`config.mk`:
```
export PLATFORM = sky130hd
export DESIGN_NAME = seven_seg_scan_driver
export DESIGN_NICKNAME = d
export VERILOG_FILES = /design/src/rtl/seven_seg_pkg.sv /design/src/rtl/seven_seg_glyph_decoder.sv /design/src/rtl/seven_seg_scan_driver.sv
export SDC_FILE = /design/constraint.sdc
export NUM_CORES = 1
export LEC_CHECK = 0
export BUFFER_PORTS_ARGS = -buffer_cell sky130_fd_sc_hd__buf_2
export CAP_MARGIN = 20
export CORE_MARGIN = 5
export CORE_UTILIZATION = 35
export CTS_BUF_LIST = sky130_fd_sc_hd__clkbuf_16
export CTS_CLUSTER_SIZE = 16
export DETAILED_ROUTE_END_ITERATION = 8
export PLACE_DENSITY = 0.5
export SLEW_MARGIN = 0
export SYNTH_ARGS = -nofsm -noshare
export SYNTH_HDL_FRONTEND = slang
export SYNTH_SLANG_ARGS = --single-unit
```
`constraint.sdc`:
```
create_clock -name clk -period 2.36 [get_ports clk]
set_input_delay 0.118 -clock clk [delete_from_list [all_inputs] [get_ports clk]]
set_output_delay 0.118 -clock clk [all_outputs]
set_load 0.02 [all_outputs]
```
`src/rtl/seven_seg_pkg.sv`:
```
// Shared definitions for the seven-segment scan driver.
//   GLYPH_0..GLYPH_F : active-low segment patterns, bit order GFEDCBA
//   SEG_BLANK        : all segments off
//   seven_seg_state_e: per-slot FSM state (ST_BLANK, ST_ON)
//   clog2            : bit width needed to count 0..value-1 (minimum 1)
package seven_seg_pkg;

    localparam logic [6:0] GLYPH_0   = 7'b100_0000;
    localparam logic [6:0] GLYPH_1   = 7'b111_1001;
    localparam logic [6:0] GLYPH_2   = 7'b010_0100;
    localparam logic [6:0] GLYPH_3   = 7'b011_0000;
    localparam logic [6:0] GLYPH_4   = 7'b001_1001;
    localparam logic [6:0] GLYPH_5   = 7'b001_0010;
    localparam logic [6:0] GLYPH_6   = 7'b000_0010;
    localparam logic [6:0] GLYPH_7   = 7'b111_1000;
    localparam logic [6:0] GLYPH_8   = 7'b000_0000;
    localparam logic [6:0] GLYPH_9   = 7'b001_0000;
    localparam logic [6:0] GLYPH_A   = 7'b000_1000;
    localparam logic [6:0] GLYPH_B   = 7'b000_0011;
    localparam logic [6:0] GLYPH_C   = 7'b100_0110;
    localparam logic [6:0] GLYPH_D   = 7'b010_0001;
    localparam logic [6:0] GLYPH_E   = 7'b000_0110;
    localparam logic [6:0] GLYPH_F   = 7'b000_1110;
    localparam logic [6:0] SEG_BLANK = 7'b111_1111;

    typedef enum logic [0:0] {
        ST_BLANK,
        ST_ON
    } seven_seg_state_e;

    function automatic int unsigned clog2(input int unsigned value);
        int unsigned width;
        width = 1;
        while ((32'd1 << width) < value) begin
            width = width + 1;
        end
        return width;
    endfunction

endpackage

```
`src/rtl/seven_seg_glyph_decoder.sv`:
```
// Combinational hex nibble to active-low seven-segment glyph.
//   nibble_i : 4-bit hex value
//   seg_o    : segments GFEDCBA, active low
module seven_seg_glyph_decoder (
    input  logic [3:0] nibble_i,
    output logic [6:0] seg_o
);
    import seven_seg_pkg::*;

    always_comb begin
        seg_o = SEG_BLANK;
        unique case (nibble_i)
            4'h0: seg_o = GLYPH_0;
            4'h1: seg_o = GLYPH_1;
            4'h2: seg_o = GLYPH_2;
            4'h3: seg_o = GLYPH_3;
            4'h4: seg_o = GLYPH_4;
            4'h5: seg_o = GLYPH_5;
            4'h6: seg_o = GLYPH_6;
            4'h7: seg_o = GLYPH_7;
            4'h8: seg_o = GLYPH_8;
            4'h9: seg_o = GLYPH_9;
            4'hA: seg_o = GLYPH_A;
            4'hB: seg_o = GLYPH_B;
            4'hC: seg_o = GLYPH_C;
            4'hD: seg_o = GLYPH_D;
            4'hE: seg_o = GLYPH_E;
            4'hF: seg_o = GLYPH_F;
        endcase
    end

endmodule

```
`src/rtl/seven_seg_scan_driver.sv`:
```
// Time-multiplexed driver for an N-digit common-anode seven-segment display.
// Each digit slot is BLANK_CYCLES of all-anodes-off followed by the lit digit. New
// value/dp/enable data is staged by load_i and copied into the shadow set only at the
// frame wrap, so a frame is never torn. All pins are registered.
// Optional build macro: LEADING_ZERO_BLANK_EN (suppress leading zero digits).
//   clk        : system clock
//   rst_n      : asynchronous active-low reset
//   value_i    : hex nibbles, nibble k drives digit k (digit 0 rightmost)
//   dp_i       : decimal point per digit, 1 = lit
//   digit_en_i : 1 = digit shown, 0 = anode held off
//   load_i     : strobe, stage inputs for the next frame
//   seg_o      : segments GFEDCBA, active low
//   dp_o       : decimal point, active low
//   an_o       : anodes, active low
//   frame_o    : 1-cycle pulse when a new frame (digit 0 slot) begins
module seven_seg_scan_driver #(
    parameter int unsigned NUM_DIGITS   = 4,
    parameter int unsigned CLK_HZ       = 100_000_000,
    parameter int unsigned REFRESH_HZ   = 1_000,
    parameter int unsigned BLANK_CYCLES = 1_000
) (
    input  logic                    clk,
    input  logic                    rst_n,
    input  logic [4*NUM_DIGITS-1:0] value_i,
    input  logic [NUM_DIGITS-1:0]   dp_i,
    input  logic [NUM_DIGITS-1:0]   digit_en_i,
    input  logic                    load_i,
    output logic [6:0]              seg_o,
    output logic                    dp_o,
    output logic [NUM_DIGITS-1:0]   an_o,
    output logic                    frame_o
);
    import seven_seg_pkg::*;

    localparam int unsigned SLOT  = CLK_HZ / (REFRESH_HZ * NUM_DIGITS);
    localparam int unsigned CNT_W = clog2(SLOT);
    localparam int unsigned IDX_W = clog2(NUM_DIGITS);

    localparam logic [CNT_W-1:0] CNT_LAST  = CNT_W'(SLOT - 1);
    // Last cycle of the blank interval; BLANK_CYCLES must be at least 1.
    localparam logic [CNT_W-1:0] BLANK_END = CNT_W'(BLANK_CYCLES - 1);
    localparam logic [IDX_W-1:0] IDX_LAST  = IDX_W'(NUM_DIGITS - 1);

    seven_seg_state_e state_q, state_d;
    logic [CNT_W-1:0] cnt_q, cnt_d;
    logic [IDX_W-1:0] idx_q, idx_d;

    logic [NUM_DIGITS-1:0][3:0] stage_val_q, shadow_val_q;
    logic [NUM_DIGITS-1:0]      stage_dp_q, shadow_dp_q;
    logic [NUM_DIGITS-1:0]      stage_en_q, shadow_en_q;
    logic                       pending_q;

    logic [6:0]            seg_q, seg_d;
    logic                  dp_q, dp_d;
    logic [NUM_DIGITS-1:0] an_q, an_d;
    logic                  frame_q;

    logic                  slot_end;
    logic                  wrap;
    logic [6:0]            glyph;
    logic [NUM_DIGITS-1:0] lz_blank;
    logic                  digit_on;

    assign slot_end = (state_q == ST_ON) && (cnt_q == CNT_LAST);
    assign wrap     = slot_end && (idx_q == IDX_LAST);

    seven_seg_glyph_decoder u_glyph (
        .nibble_i (shadow_val_q[idx_q]),
        .seg_o    (glyph)
    );

`ifdef LEADING_ZERO_BLANK_EN
    // Walk from the most significant digit down; a zero digit stays dark while every
    // enabled digit above it is also zero. Digit 0 is never suppressed.
    always_comb begin
        logic zero_above;
        lz_blank   = '0;
        zero_above = 1'b1;
        for (int k = int'(NUM_DIGITS) - 1; k > 0; k--) begin
            if (zero_above && (shadow_val_q[k] == 4'h0) && !shadow_dp_q[k]) begin
                lz_blank[k] = 1'b1;
            end
            if (shadow_en_q[k] && (shadow_val_q[k] != 4'h0)) begin
                zero_above = 1'b0;
            end
        end
    end
`else
    assign lz_blank = '0;
`endif

    assign digit_on = shadow_en_q[idx_q] & ~lz_blank[idx_q];

    // Slot timing and digit index.
    always_comb begin
        state_d = state_q;
        unique case (state_q)
            ST_BLANK: if (cnt_q == BLANK_END) state_d = ST_ON;
            ST_ON:    if (cnt_q == CNT_LAST)  state_d = ST_BLANK;
            default:  state_d = ST_BLANK;
        endcase

        cnt_d = (cnt_q == CNT_LAST) ? '0 : cnt_q + CNT_W'(1);

        idx_d = idx_q;
        if (slot_end) begin
            idx_d = (idx_q == IDX_LAST) ? '0 : idx_q + IDX_W'(1);
        end
    end

    // Pin values for the current state; a disabled or suppressed digit shows nothing,
    // including its decimal point.
    always_comb begin
        seg_d = SEG_BLANK;
        dp_d  = 1'b1;
        an_d  = '1;
        if ((state_q == ST_ON) && digit_on) begin
            an_d[idx_q] = 1'b0;
            seg_d       = glyph;
            dp_d        = ~shadow_dp_q[idx_q];
        end
    end

    always_ff @(posedge clk or negedge rst_n) begin
        if (!rst_n) begin
            state_q <= ST_BLANK;
            cnt_q   <= '0;
            idx_q   <= '0;
            seg_q   <= SEG_BLANK;
            dp_q    <= 1'b1;
            an_q    <= '1;
            frame_q <= 1'b0;
        end else begin
            state_q <= state_d;
            cnt_q   <= cnt_d;
            idx_q   <= idx_d;
            seg_q   <= seg_d;
            dp_q    <= dp_d;
            an_q    <= an_d;
            frame_q <= wrap;
        end
    end

    // Double buffer. A load on the wrap cycle is staged only; the shadow takes the
    // previously staged set, so the new data waits for the following wrap.
    always_ff @(posedge clk or negedge rst_n) begin
        if (!rst_n) begin
            stage_val_q  <= '0;
            stage_dp_q   <= '0;
            stage_en_q   <= '0;
            shadow_val_q <= '0;
            shadow_dp_q  <= '0;
            shadow_en_q  <= '0;
            pending_q    <= 1'b0;
        end else begin
            if (load_i) begin
                stage_val_q <= value_i;
                stage_dp_q  <= dp_i;
                stage_en_q  <= digit_en_i;
            end
            if (wrap && pending_q) begin
                shadow_val_q <= stage_val_q;
                shadow_dp_q  <= stage_dp_q;
                shadow_en_q  <= stage_en_q;
            end
            pending_q <= load_i | (pending_q & ~wrap);
        end
    end

    assign seg_o   = seg_q;
    assign dp_o    = dp_q;
    assign an_o    = an_q;
    assign frame_o = frame_q;

endmodule

```
==> impl_metrics.py, run 1 <==
metrics = {
    "power": {
        "p_per_area_mw_per_mm2": 685.9,
        "power.leakage_nw": 1.859,
        "peakVddDrop_v": 0.0003084,
        "power_w": 0.002947,
    },
    "global_routing": {
        "overflow": 0,
        "grt_first_pass_wirelength_mm": 10.90,
        "grt_max_degree": 44,
        "antenna_found_initial": 0,
        "grt_pass1_vias": 2167,
        "grt_usage_pct": 10.92,
    },
    "placement": {
        "dpl.hpwl_mm": 4.430,
        "gp_congestion": 0.8149,
        "io_buffers": 39,
    },
    "setup_path": {
        "worst-setup-path-type": "flop to flop",
        "r2r_slack_ns": 0.15,
        "r2r_end": "shadow_dp_q[1]",
        "r2r_cells": 5,
        "cp-end-kind": "flop",
        "r2r_start": "cnt_q[12]",
        "cp_data_arrival_time_ns": 2.43,
        "start_kind": "flop",
        "crit_fanout": 24,
        "crit_required_ns": 2.58,
    },
    "clocking": {
        "cts.path.max_buffers": 2,
        "cts_tree": "yes",
        "cts_root_buf": "clkbuf_16",
        "cts_resized": 0,
        "path_clk_slew_ns": 0.07,
        "clkSinkCount": 80,
        "numCtsBuffers": 9,
        "cts-htree-levels": 3,
        "clock_latency_ns": 0.33,
    },
    "synth": {
        "synth-simple-area-share_pct": 9.081,
        "synth_edf_count": 0,
        "avgSynthCellArea_um2": 14.15,
        "netlist-cell-type-count": 41,
        "synth_adder_area_share_pct": 3.798,
        "synth_top_family_by_area": "multiplexers",
        "synth_area_leaders": "dfrtp_1 47%, mux2_2 9.9%, dfstp_2 8.7%",
        "synthCells": 256,
        "synthMuxAreaShare_pct": 23.07,
        "synth_largest_area_cell": "dfrtp_1",
        "syn_area_mm2": 0.003623,
        "postSynth.asyncResetShare_pct": 100.0,
        "synth_seq_cells": 80,
        "ys.flop_type": "dfrtp_1",
        "synth_compound_area_share_pct": 2.417,
        "netlist.area_leader.share_pct": 46.96,
        "synthXorXnorAreaFrac_pct": 2.659,
        "ys_warn_count": 0,
        "yosysSeqAreaShare_pct": 55.66,
        "synth_fp_nets": 294,
    },
    "detailed_routing": {
        "first_pass_iters": 4,
        "drt_wl_total_mm": 6.353,
        "drt_iter0_drc": 48,
        "drt-wirelength-per-cell_um": 14.31,
        "via_per_inst": 4.613,
        "ant_nets": 0,
        "num_vias": 2048,
        "drc_errors": 0,
    },
    "hold_path": {
        "worstHoldStart": "dp_i[0]",
        "min_to": "stage_dp_q[0]",
        "whs_path_depth": 2,
        "hp-class": "primary input to flop",
    },
    "sta": {
        "setup_violations": 0,
        "hold_violations": 0,
        "final.min_clock_period_ns": 2.214,
        "rsz0062_at_grt": "false",
        "tightest_slew_ns": 0.5799,
        "relSlewSlack_pct": 61.34,
        "fmax_mhz": 451.7,
        "fin_worst_skew_ns": 0.008061,
        "drv_slew": 0,
        "tns_ns": 0,
        "fin_crit_sh_pct": 93.81,
    },
    "floorplanning": {
        "fp.dieArea_mm2": 0.01249,
        "ios": 40,
        "core-area_mm2": 0.01023,
        "initial_core_util_pct": 35.42,
        "fp-row-count": 37,
        "die_h_um": 111.8,
        "die_x_um": 111.8,
    },
    "final_layout": {
        "area_growth_pct": 18.58,
        "fin_util_pct": 42.00,
        "drive_gt1_share_pct": 44.16,
        "layout.nets": 341,
        "mostFrequentLayoutCells": "68 x dfrtp_1, 38 x buf_2, 32 x mux2_2",
        "final_common_cell": "dfrtp_1",
        "num_antenna_cells": 0,
    },
    "status": {
        "status": "finished clean",
    },
    "flow_run": {
        "max_cap_viol_count": 0,
    },
}
## how the worst max path moves through the flow
stage / start / end / slack [ns] / depth (start not counted)
after floorplan: cnt_q[10] / shadow_dp_q[3] / 0.09 / 7
after global placement: cnt_q[12] / shadow_val_q[12] / 0.18 / 5
after detailed placement: cnt_q[0] / shadow_dp_q[2] / 0.15 / 6
after CTS: cnt_q[12] / shadow_dp_q[1] / 0.14 / 5
after global routing: cnt_q[0] / shadow_dp_q[2] / 0.05 / 6
final: cnt_q[12] / shadow_dp_q[1] / 0.15 / 5
## final cells by class
| type | count | area (µm²) |
|---|---|---|
| clock buffer | 9 | 225.2 |
| clock inverter | 7 | 78.83 |
| fill | 961 | 5934 |
| inverter | 7 | 26.28 |
| multi-input combinational | 157 | 1486 |
| sequential | 80 | 2017 |
| tap | 136 | 170.2 |
| timing repair buffer | 48 | 292.8 |
## registers in the layout, indices dropped and copies added, names as in the netlist
signal,flops
stage_en_q,4
dp_o,1
shadow_val_q,16
shadow_dp_q,4
shadow_en_q,4
state_q,1
stage_dp_q,4
pending_q,1
stage_val_q,16
frame_o,1
an_o,4
cnt_q,15
seg_o,7
idx_q,2
## synthesized netlist by cell type (2+ instances only)
library cell  number
nor4_1             5
xor2_1             3
buf_12             2
nand2_1           15
and2_1             2
dfrtp_1           68
mux2_2            32
buf_6              2
nor2_1            11
o211ai_1           2
ha_1              11
inv_1              7
mux2i_1            4
o21a_1             2
dfstp_2           12
o21ai_0            2
clkbuf_1           5
a21oi_1            2
nand4_1            4
buf_1              2
and3_1             2
nor3_1             2
mux2_4            20
xnor2_1            8
nand2b_1           2
mux4_2             6
nand3_1            9
## power breakdown
group          switching (W)  leakage [nW]  internal [W]  total (W)
Combinational      0.0000483         0.706     0.0000574   0.000106
Clock               0.000572         0.151      0.000832    0.00140
Sequential         0.0000236          1.00       0.00141    0.00144
## kinds of logic after synthesis
group	Yosys count
AOI/OAI and AO/OA	13
xor gates and xnor gates	11
adders and majority gates	11
buffers and inverters	19
DFF	80
muxes	62
and+or+nand+nor	60
## worst max-delay path, cell delays in order, from the launching register on
cell and delay [ns]:
dfrtp_1 0.43, or4b_4 0.58, nor4_4 0.23, and4_1 0.27
buf_12 0.21, mux2_2 0.36
## through the flow
step	hold WS, ns	std cells	cell area (µm²)	worst slack [ns]
after floorplan	-0.1776	256	3623	0.09060
after global placement	0.1259	427	3983	0.1772
after detailed placement	0.1250	427	3983	0.1513
after CTS	0.004296	444	4297	0.1407
after global routing	0.007344	444	4297	0.04938
final	0.01418	444	4297	0.1460
## repair_timing
item / CTS / global route
hold buffers: 1 / 0
hold endpoints to repair: 35 / 0
setup buffers: 0 / 0
## metal layers
layer  vias up  global-route usage, %  wire length, µm
met2        37                  16.15             2802
met3         9                  2.663              263
met5         -                      0                0
met1      1002                  15.16             3175
li1       1000                      -                -
met4         0                  4.947              111
(Power assumes the default switching activity.)
==> run 2, diff against run 1 <==
Settings changed: CORE_UTILIZATION 35 to 39, PLACE_DENSITY 0.5 to 0.55.
==> run 2 against run 1 <==
  * Non-clock buffer count rose by 7
  * Core utilization is 5.3 points higher
  * Clock skew up 0.0033 ns
  * Critical path type unchanged
  * Critical endpoint is now shadow_val_q[12]
  * Highest routed layer unchanged
  * Largest cell class unchanged
==> impl_metrics.py, run 2 (synthesis results as in run 1) <==
metrics = {
    "sta": {
        "fin_crit_sh_pct": 93.18,
        "fmax_mhz": 454.7,
        "fin_worst_skew_ns": 0.01134,
        "final.min_clock_period_ns": 2.199,
        "relSlewSlack_pct": 61.83,
        "hold_violations": 0,
        "tightest_slew_ns": 0.5673,
        "rsz0062_at_grt": "false",
        "drv_slew": 0,
        "tns_ns": 0,
        "setup_violations": 0,
    },
    "hold_path": {
        "hp-class": "primary input to flop",
        "whs_path_depth": 2,
    },
    "floorplanning": {
        "fp.dieArea_mm2": 0.01132,
        "fp-row-count": 35,
        "die_h_um": 106.4,
        "die_x_um": 106.4,
        "core-area_mm2": 0.009153,
        "initial_core_util_pct": 39.59,
        "ios": 40,
    },
    "setup_path": {
        "crit_required_ns": 2.58,
        "r2r_slack_ns": 0.16,
        "r2r_cells": 5,
        "path_cells": "or4b_4, nor4_4, and4_1, buf_12, mux2_2",
        "crit_fanout": 24,
        "r2r_end": "shadow_val_q[12]",
        "slowest_delay_ns": 0.58,
        "endpoint": "shadow_val_q[12]",
        "cp-end-kind": "flop",
        "r2r_start": "cnt_q[12]",
        "cp_data_arrival_time_ns": 2.42,
        "crit_cells": 5,
        "path_delay_family": "simple AND/OR/NAND/NOR gates",
        "critPathLaunch": "cnt_q[12]",
        "worstPathBufferInverterCount": 1,
        "crit_slowest_cell": "or4b_4",
        "worst-setup-path-type": "flop to flop",
        "start_kind": "flop",
    },
    "placement": {
        "io_buffers": 39,
        "place_area_mm2": 0.003966,
        "gp_congestion": 0.8976,
        "dpl.hpwl_mm": 4.276,
    },
    "clocking": {
        "clock_latency_ns": 0.34,
        "path_clk_slew_ns": 0.07,
        "ctsHoldBuffers": 6,
        "cts_root_buf": "clkbuf_16",
        "cts_tree": "yes",
        "clkSinkCount": 80,
        "cts_resized": 0,
        "cts.path.max_buffers": 2,
        "numCtsBuffers": 9,
        "cts-htree-levels": 3,
        "post-cts-setup-buffer-count": 0,
    },
    "final_layout": {
        "num_antenna_cells": 0,
        "drive_gt1_share_pct": 43.81,
        "largest_registers": "shadow_val_q x16, stage_val_q x16, cnt_q x15",
        "fin_util_pct": 47.31,
        "area_growth_pct": 19.51,
        "layout.nets": 348,
        "mostFrequentLayoutCells": "68 x dfrtp_1, 38 x buf_2, 32 x mux2_2",
        "fin_area_mm2": 0.004330,
        "final_common_cell": "dfrtp_1",
    },
    "power": {
        "switching_power_w": 0.0006615,
        "p_int_w": 0.002307,
        "power_frac_seq_pct": 48.4,
        "power.leakage_nw": 1.878,
        "swShare_pct": 22.28,
        "p_per_area_mw_per_mm2": 685.5,
        "peakVddDrop_v": 0.0003921,
        "p_clk_share_pct": 47.8,
        "pwr-share-comb_pct": 3.8,
    },
    "detailed_routing": {
        "first_pass_iters": 5,
        "via_per_inst": 4.887,
        "drt_wl_total_mm": 6.327,
        "ant_nets": 0,
        "drt-wirelength-per-cell_um": 14.85,
        "drt_iter0_drc": 105,
        "num_vias": 2082,
        "drc_errors": 0,
    },
    "status": {
        "status": "finished clean",
    },
    "global_routing": {
        "overflow": 0,
        "grt_max_degree": 81,
        "grt_usage_pct": 12.11,
        "antenna_found_initial": 0,
        "grt_pass1_vias": 2156,
        "grt_first_pass_wirelength_mm": 10.83,
    },
    "flow_run": {
        "max_cap_viol_count": 0,
    },
}
==> run 2: cell count changes in the layout (fill, tap and decap cells not counted) <==
cell	delta
buf_4	+2
clkinv_2	-1
clkinv_4	-2
clkinvlp_4	+3
dlygate4sd3_1	+5
==> run 2: through the flow <==
| stage | setup WS (ns) | hold WS, ns | power, W | instances |
|---|---|---|---|---|
| floorplan | 0.09060 | -0.1776 | 0.001504 | 256 |
| global placement | 0.1811 | 0.1774 | 0.001567 | 404 |
| detailed placement | 0.1576 | 0.1747 | 0.001571 | 404 |
| CTS | 0.1524 | 0.0003259 | 0.003010 | 426 |
| global route | 0.02639 | 0.006190 | 0.003072 | 426 |
| finish | 0.1610 | 0.01020 | 0.002968 | 426 |
==> run 2: routing by layer <==
| layer | global-route usage [%] | up-vias | part of all wire (%) |
|---|---|---|---|
| met1 | 17.03 | 1002 | 50 |
| met5 | 0 | - | 0 |
| met4 | 6.198 | 0 | 1.9 |
| li1 | - | 1021 | - |
| met2 | 17.60 | 46 | 45 |
| met3 | 2.550 | 13 | 3.8 |
==> run 2: cell type report <==
type | instances | area, µm²
Fill cell | 836 | 4822
Multi-Input combinational cell | 157 | 1486
Clock inverter | 7 | 78.83
Inverter | 7 | 26.28
Timing Repair Buffer | 55 | 357.8
Tap cell | 111 | 138.9
Clock buffer | 9 | 225.2
Sequential cell | 80 | 2017
==> run 2: how the worst min path moves through the flow <==
| stage | from | to | slack, ns |
|---|---|---|---|
| final | value_i[3] | stage_val_q[3] | 0.01 |
| after global routing | value_i[3] | stage_val_q[3] | 0.006 |
| after CTS | value_i[4] | stage_val_q[4] | 0.0003 |
| after detailed placement | rst_n | cnt_q[11] | 0.17 |
| after global placement | rst_n | cnt_q[13] | 0.18 |
| after floorplan | rst_n | cnt_q[0] | -0.18 |
==> run 2: power groups by stage <==
stage | Clock (W) | Combinational, W | Sequential (W)
global placement | 0 | 0.000105 | 0.00146
global route | 0.00150 | 0.000127 | 0.00144
CTS | 0.00146 | 0.000116 | 0.00144
detailed placement | 0 | 0.000108 | 0.00146
finish | 0.00142 | 0.000112 | 0.00144
floorplan | 0 | 0.0000512 | 0.00145
==> run 3, diff against run 2 <==
Settings changed: GPL_TIMING_DRIVEN from default to 0.
==> run 3 against run 2 <==
  * Clock power about the same
  * Worst hold slack barely moved
  * Combinational power is essentially flat
  * Critical path type unchanged
  * Cell count increased by 1.6%
==> impl_metrics.py, run 3 (synthesis results as in run 1) <==
metrics = {
    "status": {
        "status": "finished clean",
    },
    "sta": {
        "hold_violations": 0,
        "rsz0062_at_grt": "true",
        "relSlewSlack_pct": 52.84,
        "final.min_clock_period_ns": 2.360,
        "tns_ns": 0,
        "fin_crit_sh_pct": 100.0,
        "worst_slack_ns": 0.00006906,
        "hold_ws_ns": 0.01029,
        "drv_slew": 0,
        "fin_worst_skew_ns": 0.009823,
        "setup_violations": 0,
        "fmax_mhz": 423.7,
        "tightest_slew_ns": 0.7074,
    },
    "setup_path": {
        "worst-setup-path-type": "flop to flop",
        "cp_data_arrival_time_ns": 2.58,
        "cp-end-kind": "flop",
        "r2r_cells": 7,
        "crit_required_ns": 2.58,
        "start_kind": "flop",
        "critPathLaunch": "cnt_q[3]",
        "r2r_slack_ns": 0.00007,
        "r2r_end": "shadow_val_q[10]",
        "r2r_start": "cnt_q[3]",
        "crit_fanout": 5,
    },
    "clocking": {
        "clock_latency_ns": 0.33,
        "clkSinkCount": 80,
        "cts_tree": "yes",
        "cts_root_buf": "clkbuf_16",
        "numCtsBuffers": 9,
        "cts.path.max_buffers": 2,
        "path_clk_slew_ns": 0.07,
        "cts-htree-levels": 3,
    },
    "flow_run": {
        "max_cap_viol_count": 0,
    },
    "power": {
        "power.leakage_nw": 1.922,
        "peakVddDrop_v": 0.0003383,
        "p_per_area_mw_per_mm2": 672.2,
        "switching_power_w": 0.0006713,
        "p_clk_share_pct": 48.2,
        "power_frac_seq_pct": 48.0,
        "p_int_w": 0.002316,
        "swShare_pct": 22.47,
        "pwr-share-comb_pct": 3.8,
    },
    "placement": {
        "dp_slack_ns": -0.1406,
        "io_buffers": 38,
        "gp_congestion": 0.8265,
        "dpl.hpwl_mm": 4.420,
        "place_area_mm2": 0.003983,
    },
    "global_routing": {
        "busiest_layer": "met2",
        "antenna_found_initial": 0,
        "grt_max_degree": 73,
        "grt_first_pass_wirelength_mm": 10.93,
        "grt_use_met2_pct": 18.60,
        "grt.met3_usage_pct": 3.582,
        "grt_pass1_vias": 2147,
        "grt_use_met1_pct": 17.48,
        "grt_usage_pct": 12.52,
        "overflow": 0,
    },
    "detailed_routing": {
        "num_vias": 2131,
        "drt_iter0_drc": 50,
        "drt_wl_total_mm": 6.608,
        "drt-wirelength-per-cell_um": 15.26,
        "via_per_inst": 4.921,
        "ant_nets": 0,
        "first_pass_iters": 4,
        "drc_errors": 0,
    },
    "floorplanning": {
        "core-area_mm2": 0.009153,
        "die_h_um": 106.4,
        "die_x_um": 106.4,
        "ios": 40,
        "initial_core_util_pct": 39.59,
        "fp.dieArea_mm2": 0.01132,
        "fp-row-count": 35,
    },
    "final_layout": {
        "layout.nets": 355,
        "area_growth_pct": 22.65,
        "final_common_cell": "dfrtp_1",
        "fin_area_mm2": 0.004444,
        "drive_gt1_share_pct": 45.03,
        "mostFrequentLayoutCells": "66 x dfrtp_1, 37 x buf_2, 29 x mux2_2",
        "fin_util_pct": 48.56,
        "num_antenna_cells": 0,
        "largest_registers": "shadow_val_q x16, stage_val_q x16, cnt_q x15",
    },
    "hold_path": {
        "hp-class": "primary input to flop",
        "min_to": "stage_val_q[9]",
        "whs_path_depth": 2,
        "worstHoldStart": "value_i[9]",
    },
}
## run 3: worst max path at each step
stage                  endpoint  slack, ns  cells past startpoint
4_1_cts        shadow_val_q[10]      -0.01                      7
3_3_place_gp     shadow_en_q[0]      -0.10                      7
2_1_floorplan    shadow_dp_q[3]       0.09                      7
3_5_place_dp    shadow_val_q[6]      -0.14                      7
5_1_grt        shadow_val_q[10]      -0.08                      7
6_report       shadow_val_q[10]    0.00007                      7
## run 3: stage by stage
stage	total power (W)	cells
6_report	0.002987	433
2_1_floorplan	0.001504	256
5_1_grt	0.003115	433
4_1_cts	0.003030	434
3_5_place_dp	0.001573	406
3_3_place_gp	0.001563	405
## run 3: area by class of cell
class / instances / area [µm²]
sequential: 80 / 2019
clock buffer: 9 / 225.2
buffer: 10 / 66.31
fill: 815 / 4708
timing repair buffer: 52 / 380.4
tap: 111 / 138.9
clock inverter: 7 / 83.83
multi-input combinational: 157 / 1504
inverter: 7 / 26.28
## run 3: repair_timing
item | CTS | global route
hold endpoints to repair | 71 | 1
cloned | 2 | 0
setup buffers | 8 | 0
hold buffers | 3 | 1
endpoints found under the setup margin | 24 | 24
pin swaps | 3 | 1
resized for setup | 6 | 8
## run 3: worst max-delay path, cell delays in order (launching register included)
cell     delay [ns]
dfrtp_2        0.40
or4b_4         0.57
nor4_4         0.34
and4_1         0.25
buf_6          0.16
buf_12         0.12
buf_16         0.11
mux2_4         0.29
## run 3: routing by layer
layer / vias to the layer above / part of all wire [%]
met4: 0 / 1.4
met2: 48 / 46
met3: 8 / 3.8
met1: 1040 / 49
met5: - / 0
li1: 1035 / -
## run 3: power groups by stage
| stage | registers, W | logic (W) | clock network [W] |
|---|---|---|---|
| 2_1_floorplan | 0.00145 | 0.0000512 | 0 |
| 3_3_place_gp | 0.00146 | 0.000103 | 0 |
| 3_5_place_dp | 0.00146 | 0.000112 | 0 |
| 4_1_cts | 0.00144 | 0.000116 | 0.00148 |
| 5_1_grt | 0.00144 | 0.000127 | 0.00155 |
| 6_report | 0.00143 | 0.000113 | 0.00144 |
